[config.mk]
export PLATFORM = sky130hd
export DESIGN_NAME = wb_arbiter
export DESIGN_NICKNAME = d
export VERILOG_FILES = /design/src/rtl/wb_arbiter_pkg.sv /design/src/rtl/wb_fifo.sv /design/src/rtl/wb_arbiter.sv
export SDC_FILE = /design/constraint.sdc
export NUM_CORES = 1
export LEC_CHECK = 0
export ABC_AREA = 1
export BUFFER_PORTS_ARGS = -buffer_cell sky130_fd_sc_hd__buf_2
export CAP_MARGIN = 30
export CELL_PAD_IN_SITES_DETAIL_PLACEMENT = 1
export CELL_PAD_IN_SITES_GLOBAL_PLACEMENT = 2
export CORE_ASPECT_RATIO = 0.5
export CORE_MARGIN = 5
export CORE_UTILIZATION = 34
export DETAILED_ROUTE_END_ITERATION = 10
export HOLD_SLACK_MARGIN = 0.06
export PLACE_DENSITY_LB_ADDON = 0.1
export SYNTH_ARGS = -nofsm -noshare
export SYNTH_HDL_FRONTEND = slang
export SYNTH_SLANG_ARGS = --single-unit
export TNS_END_PERCENT = 50
[constraint.sdc]
create_clock -name clk -period 5.7 [get_ports clk]
set_clock_uncertainty 0.05 [all_clocks]
set_input_delay 1.14 -clock clk [delete_from_list [all_inputs] [get_ports clk]]
set_output_delay 1.14 -clock clk [all_outputs]
set_load 0.1 [all_outputs]
[src/rtl/wb_arbiter_pkg.sv]
`default_nettype none
// +----------------------------------------------------------------------------+
// | Package : wb_arbiter_pkg                                                   |
// | Purpose : Core-wide RISC-V defines shared by the writeback path: machine   |
// |           word width, architectural register count and the writeback       |
// |           entry type buffered between the LSU and the register file.       |
// | Rev     : 1.0  initial release                                             |
// +----------------------------------------------------------------------------+
package wb_arbiter_pkg;

  localparam int RISCV_WORD_WIDTH = 32;
  localparam int GP_REG_COUNT     = 32;
  localparam int GP_REG_AW        = $clog2(GP_REG_COUNT);

  // One pending register file write: destination register plus its data.
  typedef struct packed {
    logic [GP_REG_AW-1:0]        rd;
    logic [RISCV_WORD_WIDTH-1:0] data;
  } wb_entry_t;

endpackage : wb_arbiter_pkg
`default_nettype wire

[src/rtl/wb_fifo.sv]
`default_nettype none
// +----------------------------------------------------------------------------+
// | Module  : wb_fifo                                                          |
// | Purpose : Generic synchronous FIFO. The head entry is always visible on    |
// |           dout (first-word fall-through), so the consumer can inspect it   |
// |           before deciding to pop.                                          |
// | Ports   : clk, rst_n (async, active-low)                                   |
// |           push/din  - write din when not full                              |
// |           pop/dout  - dout is the head; pop consumes it when not empty     |
// |           full/empty - occupancy flags                                     |
// | Rev     : 1.0  initial release                                             |
// +----------------------------------------------------------------------------+
module wb_fifo #(
  parameter int WIDTH = 8,
  parameter int DEPTH = 2
) (
  input  logic             clk,
  input  logic             rst_n,
  input  logic             push,
  input  logic [WIDTH-1:0] din,
  input  logic             pop,
  output logic [WIDTH-1:0] dout,
  output logic             full,
  output logic             empty
);

  localparam int PW = $clog2(DEPTH);
  localparam int CW = PW + 1;

  logic [WIDTH-1:0] r_mem [DEPTH];
  logic [PW-1:0]    r_wr_ptr;
  logic [PW-1:0]    r_rd_ptr;
  logic [CW-1:0]    r_count;

  logic w_do_push;
  logic w_do_pop;

  assign full      = (r_count == CW'(DEPTH));
  assign empty     = (r_count == '0);
  assign w_do_push = push && !full;
  assign w_do_pop  = pop && !empty;
  assign dout      = r_mem[r_rd_ptr];

  // Storage needs no reset: an entry is only read after it has been written.
  always_ff @(posedge clk) begin
    if (w_do_push) begin
      r_mem[r_wr_ptr] <= din;
    end
  end

  // DEPTH is a power of two, so the pointers wrap by natural overflow.
  always_ff @(posedge clk or negedge rst_n) begin
    if (!rst_n) begin
      r_wr_ptr <= '0;
      r_rd_ptr <= '0;
      r_count  <= '0;
    end else begin
      if (w_do_push) begin
        r_wr_ptr <= r_wr_ptr + PW'(1);
      end
      if (w_do_pop) begin
        r_rd_ptr <= r_rd_ptr + PW'(1);
      end
      case ({w_do_push, w_do_pop})
        2'b10:   r_count <= r_count + CW'(1);
        2'b01:   r_count <= r_count - CW'(1);
        default: r_count <= r_count;
      endcase
    end
  end

endmodule : wb_fifo
`default_nettype wire

[src/rtl/wb_arbiter.sv]
`default_nettype none
// +----------------------------------------------------------------------------+
// | Module  : wb_arbiter                                                       |
// | Purpose : Merges single-cycle ALU results and variable-latency LSU load    |
// |           responses onto the single register file write port. Load data   |
// |           is buffered in a small FIFO; a scoreboard of in-flight load      |
// |           destinations drives the decode hazard signal; a starvation guard |
// |           stalls the ALU when a buffered load has waited too long.         |
// | Ports   : clk, rst_n (async, active-low)                                   |
// |           alu_valid_i/alu_rd_i/alu_data_i  - ALU result, alu_stall_o back  |
// |           load_issue_i/load_issue_rd_i     - load issue (sets pending)     |
// |           lsu_valid_i/lsu_rd_i/lsu_data_i  - load response, lsu_ready_o    |
// |           rs1/rs2/rd_addr_i, hazard_o      - decode hazard query           |
// |           write_en_o/addr_o/data_o         - register file write port      |
// | Rev     : 1.0  initial release                                             |
// +----------------------------------------------------------------------------+
module wb_arbiter
  import wb_arbiter_pkg::*;
#(
  parameter int DATA_WIDTH   = RISCV_WORD_WIDTH,
  parameter int REG_COUNT    = GP_REG_COUNT,
  parameter int FIFO_DEPTH   = 2,
  parameter int STARVE_LIMIT = 3,
  localparam int AW          = $clog2(REG_COUNT)
) (
  input  logic                  clk,
  input  logic                  rst_n,
  // ALU result
  input  logic                  alu_valid_i,
  input  logic [AW-1:0]         alu_rd_i,
  input  logic [DATA_WIDTH-1:0] alu_data_i,
  output logic                  alu_stall_o,
  // Load issue
  input  logic                  load_issue_i,
  input  logic [AW-1:0]         load_issue_rd_i,
  // LSU response
  input  logic                  lsu_valid_i,
  input  logic [AW-1:0]         lsu_rd_i,
  input  logic [DATA_WIDTH-1:0] lsu_data_i,
  output logic                  lsu_ready_o,
  // Decode hazard query
  input  logic [AW-1:0]         rs1_addr_i,
  input  logic [AW-1:0]         rs2_addr_i,
  input  logic [AW-1:0]         rd_addr_i,
  output logic                  hazard_o,
  // Register file write port
  output logic                  write_en_o,
  output logic [AW-1:0]         write_addr_o,
  output logic [DATA_WIDTH-1:0] write_data_o
);

  localparam int EW = AW + DATA_WIDTH;
  localparam int WW = $clog2(STARVE_LIMIT + 1);

  // ---------------------------------------------------------------------------
  // Load response buffer
  // ---------------------------------------------------------------------------
  logic [EW-1:0]         w_push_entry;
  logic [EW-1:0]         w_head;
  logic [AW-1:0]         w_head_rd;
  logic [DATA_WIDTH-1:0] w_head_data;
  logic                  w_fifo_full;
  logic                  w_fifo_empty;
  logic                  w_push;
  logic                  w_pop;

  assign w_push_entry = {lsu_rd_i, lsu_data_i};
  assign w_head_rd    = w_head[EW-1:DATA_WIDTH];
  assign w_head_data  = w_head[DATA_WIDTH-1:0];
  assign lsu_ready_o  = !w_fifo_full;
  assign w_push       = lsu_valid_i && lsu_ready_o;

  wb_fifo #(
    .WIDTH (EW),
    .DEPTH (FIFO_DEPTH)
  ) u_fifo (
    .clk   (clk),
    .rst_n (rst_n),
    .push  (w_push),
    .din   (w_push_entry),
    .pop   (w_pop),
    .dout  (w_head),
    .full  (w_fifo_full),
    .empty (w_fifo_empty)
  );

  // ---------------------------------------------------------------------------
  // Arbitration: the ALU always wins; buffered loads drain on idle ALU cycles.
  // x0 destinations are never written, but a popped x0 entry is still consumed.
  // ---------------------------------------------------------------------------
  logic w_wr_en;

  always_comb begin
    w_pop        = 1'b0;
    w_wr_en      = 1'b0;
    write_addr_o = alu_rd_i;
    write_data_o = alu_data_i;
    if (alu_valid_i) begin
      w_wr_en = (alu_rd_i != '0);
    end else if (!w_fifo_empty) begin
      w_pop        = 1'b1;
      write_addr_o = w_head_rd;
      write_data_o = w_head_data;
      w_wr_en      = (w_head_rd != '0);
    end
  end

  // The reset term keeps the register file safe while an ALU result is still
  // being presented during reset.
  assign write_en_o = w_wr_en && rst_n;

  // ---------------------------------------------------------------------------
  // Scoreboard of destinations with a load in flight
  // ---------------------------------------------------------------------------
  logic [REG_COUNT-1:0] r_pending;
  logic [REG_COUNT-1:0] w_pending_nxt;

  // Clear is applied before set so a same-cycle reissue of the register being
  // written back keeps it pending.
  always_comb begin
    w_pending_nxt = r_pending;
    if (w_pop) begin
      w_pending_nxt[w_head_rd] = 1'b0;
    end
    if (load_issue_i && (load_issue_rd_i != '0)) begin
      w_pending_nxt[load_issue_rd_i] = 1'b1;
    end
    w_pending_nxt[0] = 1'b0;
  end

  always_ff @(posedge clk or negedge rst_n) begin
    if (!rst_n) begin
      r_pending <= '0;
    end else begin
      r_pending <= w_pending_nxt;
    end
  end

  assign hazard_o = r_pending[rs1_addr_i] | r_pending[rs2_addr_i] | r_pending[rd_addr_i];

  // ---------------------------------------------------------------------------
  // Starvation guard: count consecutive cycles a buffered load is blocked.
  // ---------------------------------------------------------------------------
  logic [WW-1:0] r_wait_cnt;

  always_ff @(posedge clk or negedge rst_n) begin
    if (!rst_n) begin
      r_wait_cnt <= '0;
    end else if (w_fifo_empty || w_pop) begin
      r_wait_cnt <= '0;
    end else if (r_wait_cnt != WW'(STARVE_LIMIT)) begin
      r_wait_cnt <= r_wait_cnt + WW'(1);
    end
  end

  assign alu_stall_o = (r_wait_cnt == WW'(STARVE_LIMIT));

  // ---------------------------------------------------------------------------
  // Protocol checks (upstream misbehaviour; the datapath still proceeds)
  // ---------------------------------------------------------------------------
`ifndef SYNTHESIS
  a_alu_while_stalled : assert property (
    @(posedge clk) disable iff (!rst_n)
    !(alu_valid_i && alu_stall_o)
  ) else $error("wb_arbiter: ALU result presented while stalled");

  a_alu_to_pending : assert property (
    @(posedge clk) disable iff (!rst_n)
    (alu_valid_i && (alu_rd_i != '0)) |-> !r_pending[alu_rd_i]
  ) else $error("wb_arbiter: ALU write to a register with a load in flight");

  // x0 loads are never tracked, so their responses are exempt.
  a_lsu_not_pending : assert property (
    @(posedge clk) disable iff (!rst_n)
    (lsu_valid_i && lsu_ready_o && (lsu_rd_i != '0)) |-> r_pending[lsu_rd_i]
  ) else $error("wb_arbiter: load response for a register with no load in flight");
`endif

endmodule : wb_arbiter
`default_nettype wire

---- After elaboration in Yosys (flattened, before gate mapping) ----
Memory sizes are Yosys's and may differ from the RTL's.
Cells that the tools add are included.
word-level totals
  flip-flop bits (word level) ............. 37
  memory bits (writable) .................. 74
  input bits .............................. 99
  output and inout bits ................... 41
  word-level logic and storage cells ...... 69
  memories kept ........................... 1
memories
  name          depth  bits a word  rd ports  clocked after Yosys merged registers in  write ports  line           source
  u_fifo.r_mem  2      37           1         0                                        1            wb_fifo.sv:30  logic [WIDTH-1:0] r_mem [DEPTH];
cells by class
  add/sub/neg operators ................... 5
  $lt $le $gt $ge ......................... 7
  equal/unequal tests ..................... 5
  muxes and demuxes ....................... 25
  bitwise operators ....................... 5
  reductions and logical operators ........ 16
operator list
  kind                 count
  $mux 32              4
  $and 32x32->32       1
  $not 32->32          1
  $or 32x32->32        1
  $lt 5x6->1 const B   5
  $bmux 1 s5           3
  $reduce_bool 5->1    3
  $mux 1               11
  $demux 1 s5          2
  $ge 5x1->1 const B   2
  $mux 5               2
  $logic_and 1x1->1    7
  $eq 2x2->1 const B   3
  $add 2x1->2 const B  2
  $mux 2               2
  $pmux 2 s2           1
  $reduce_bool 2->1    2
  $add 1x1->1 const B  2
  $eq 2x1->1 const B   1
  $logic_not 1->1      2
  $logic_not 2->1      1
  $ne 2x2->1 const B   1
  $or 1x1->1           2
  $sub 2x1->2 const B  1
  $logic_or 1x1->1     1

---- Longest topological paths before layout ----
An unclocked memory read counts as a cell.
  depth in word-level cells ............... 10
  gate-level depth with buffers ........... 11
  gate-level depth less buffers ........... 9

---- Hierarchy ----
A second synthesis with hierarchy kept.
second synthesis, totals
  cells, all modules ...................... 659
  area, all modules ....................... 5786.8 um^2
modules (own cells, without submodules)
  module      times used  cells each  area an instance (um^2)  sequential area each (um^2)
  wb_fifo     1           226         2939.1                   2322.2
  wb_arbiter  1           433         2847.7                   825.8

---- Worst setup path before layout ----
Ideal clock, no wire load.
  path kind ............................... input -> output
  from .................................... input alu_valid_i
  to ...................................... output write_en_o
  data arrival time ....................... 3.747 ns
  data required time ...................... 4.510 ns
  path slack .............................. 0.763 ns
  stages on the path ...................... 4
  path buffers ............................ 1
  path through ............................ nor2_4 -> buf_2 -> nand2_1 -> a21boi_0
between the ends
  longest elaborated chain between the ends .. 2
ends and longest elaborated chain
  what               line               source
  start, declared    wb_arbiter.sv:29   input logic alu_valid_i,
  $mux 1             wb_arbiter.sv:98   if (alu_valid_i) begin
  $logic_and 1x1->1  wb_arbiter.sv:110  assign write_en_o = w_wr_en && rst_n;
  end, declared      wb_arbiter.sv:47   output logic write_en_o,
Every way passes these cells.

---- Final worst setup path ----
  from .................................... input alu_valid_i
  to ...................................... output write_addr_o[0]
between the ends
  longest elaborated chain between the ends .. 1
ends and longest elaborated chain
  what           line              source
  $mux 5         wb_arbiter.sv:98
  end, declared  wb_arbiter.sv:48  output logic [AW-1:0] write_addr_o,
Every way passes these cells.

==> results.py <==
metrics = {
    "finish": {
        "final_cell_mix": "nand2_1, buf_2, nand3_1",
        "layout.cells.non_filler": 1006,
        "final_common_cell": "nand2_1",
        "area_delta_synth_final_pct": 22.5,
        "final_area_sq_um": 6830,
        "drive_above_1_share_pct": 23.1,
        "final_nets": 874,
    },
    "die": {
        "fp.dieH_um": 101,
        "core_sq_um": 16200,
        "rows": 33,
        "num_io_pins": 140,
        "die_x_um": 191,
        "dieArea_sq_um": 19200,
        "start_util_pct": 34.4,
    },
    "clocking": {
        "postCtsHoldBufs": 0,
        "root_buffer": "clkbuf_16",
        "ctsResizeCount": 0,
        "clk_pin_slew_ns": 0.08,
        "cts_buffers": 9,
        "cts_setup_buffers": 0,
        "cts_sinks": 111,
        "max-clock-path-buffers": 2,
        "cts_htree_levels": 3,
        "tritoncts": "done",
        "insertion_delay_ns": 0.34,
    },
    "worst_hold_path": {
        "hold_path_class": "reg2reg",
    },
    "placement": {
        "dpl.cell_count": 989,
        "dp_hpwl_um": 13000,
        "place_area_sq_um": 6510,
        "port_buffers": 139,
        "dp_slack_ns": 1.63,
        "gp_congestion": 0.813,
    },
    "pwr": {
        "pwr-share-seq_pct": 34.2,
        "power_frac_comb_pct": 49.2,
        "peakVddDrop_v": 0.000309,
        "leakagePower_nw": 2.97,
        "p_sw_share_pct": 52.9,
        "p_clk_share_pct": 16.7,
        "powerDensity_nw_per_um2": 585,
        "internal-power_mw": 1.88,
        "p_sw_mw": 2.11,
        "power.total_mw": 3.99,
    },
    "sta": {
        "min_period_ns": 4.03,
        "hold_viol": 0,
        "post-route-period-util_pct": 70.6,
        "finalSetupViolCount": 0,
        "worstMarginPinSlew_ns": 0.684,
        "timing.slew.headroom_pct": 54.3,
        "worst_slack_ns": 1.67,
        "finalSetupTns_ns": 0,
        "slew_viol_final": 0,
        "fmax_ghz": 0.248,
        "rsz0062_at_grt": "false",
    },
    "synth": {
        "synth_area_leader_cell": "edfxtp_1",
        "ys_seq_elements": 111,
        "synth_compound_area_share_pct": 11.0,
        "yosysSeqAreaShare_pct": 56.4,
        "synthAdderAreaFrac_pct": 0.449,
        "synth-xor-area-share_pct": 0.628,
        "synth_fp_nets": 746,
        "synth_area_leaders": "edfxtp_1, dfrtp_1, nand2_1",
        "synth_area_sq_um": 5580,
        "synth_top_area_share_pct": 39.8,
        "synth_area_per_cell_sq_um": 8.65,
        "synth-simple-area-share_pct": 26.1,
        "syn_inst": 645,
        "synth_cell_types": 30,
        "yosys_warnings": 0,
        "synth_mux_area_share_pct": 0.179,
        "synth_top_family_by_area": "simple AND/OR/NAND/NOR gates",
    },
    "worst_setup_path": {
        "rr_worst_depth": 9,
        "crit_start": "alu_valid_i",
        "critPathLaunchType": "input port",
        "cp-end-kind": "output pin",
        "crit_fanout": 53,
        "endpoint": "write_addr_o[0]",
        "critPathArrivalTime_ns": 2.84,
        "r2r_setup_slack_ns": 3.21,
        "critPathKind": "in2out",
        "r2r-end": "r_pending[16]",
        "worstPathRequired_ns": 4.51,
        "r2r-start": "u_fifo.r_rd_ptr",
    },
    "global_routing": {
        "grt_max_degree": 54,
        "first_global_vias": 5235,
        "grt_antenna_before_repair": 2,
        "gr-total-overflow": 0,
        "gr-usage-all-layers_pct": 19.2,
        "grt_pass1_wl_um": 28500,
    },
    "drt": {
        "antenna_left": 0,
        "post-route-drc-count": 0,
        "drt-wirelength-per-cell_um": 18.2,
        "wl_um": 18300,
        "drt-initial-drc-count": 230,
        "vias": 5051,
        "drtPass1Iterations": 4,
        "post_drt_via_cell_ratio": 5.02,
    },
    "flow_run": {
        "maxCapViolCount": 0,
    },
    "outcome": {
        "status": "finished clean",
    },
}
[worst max-delay path, cell delays in order]
cell and delay (ns):
buf_2 0.12, nor2_4 0.40, buf_12 0.31, inv_2 0.13, nor2_4 0.16, o21bai_1 0.12
buf_2 0.45
[state kept, by name (all words and copies together), names as in the netlist]
register	cells
r_pending	31
r_wait_cnt	2
u_fifo.r_count	2
u_fifo.r_mem	74
u_fifo.r_rd_ptr	1
u_fifo.r_wr_ptr	1
[layout make-up]
cell class	instances	area, sq um
Fill cell	1973	9400
Sequential cell	111	3150
Multi-Input combinational cell	459	2150
Timing Repair Buffer	144	746
Tap cell	227	284
Clock buffer	9	225
Inverter	48	180
Clock inverter	7	90.1
Antenna cell	1	2.50
[per-stage QoR]
stage,hold slack (ns),util (%)
after global placement,0.427,40.1
final,0.465,42.1
after CTS,0.457,42.1
after floorplan,0.408,-
after global routing,0.492,42.1
after detailed placement,0.439,40.1
[synth_stat cells]
cell type,count
nor2_1,45
o21bai_1,1
nand4_1,1
nand3_2,2
xnor2_1,2
a21boi_0,1
dfrtp_1,37
o21ai_2,4
clkbuf_1,20
mux2i_1,1
a31oi_1,33
o211ai_1,1
buf_2,7
inv_2,6
or2_2,1
nor4_1,1
nor2_4,2
or2_1,4
ha_1,2
o21ai_1,46
nand3_1,92
o21ai_0,22
edfxtp_1,74
nor2_2,2
nand2_1,190
a21oi_1,2
inv_1,42
nand2_2,1
nand3b_1,1
xor2_1,2
[logic make-up (layout without fill, tap and decap cells)]
kind of cell	Yosys count	count (layout)
xor+xnor	4	4
compound gates	110	110
other cells	0	1
buf+inv	75	208
simple gates	342	342
mux	1	1
fa+ha+maj	2	2
flops	111	111
[power by group through the flow]
stage / Sequential, mW / Clock (mW) / Combinational, mW
floorplan: 1.26 / 0 / 1.56
global placement: 1.37 / 0 / 1.96
detailed placement: 1.38 / 0 / 1.98
CTS: 1.37 / 0.677 / 1.99
global route: 1.39 / 0.721 / 2.12
finish: 1.37 / 0.666 / 1.96
[how the worst min path moves through the flow]
stage                         to         start  depth (start not counted)
floorplan           r_pending[2]  r_pending[2]                          2
global placement    r_pending[3]  r_pending[3]                          2
detailed placement  r_pending[6]  r_pending[6]                          2
CTS                 r_pending[6]  r_pending[6]                          2
global route        r_pending[6]  r_pending[6]                          2
finish              r_pending[6]  r_pending[6]                          2
[routing by layer]
layer	wire, um	vias up	global-route usage [%]
met3	938	14	4.05
met4	210	4	4.03
met5	31	-	0
met1	8510	2451	26.8
li1	-	2468	-
met2	8610	114	31.3
Power figures use the tool's default switching activity.
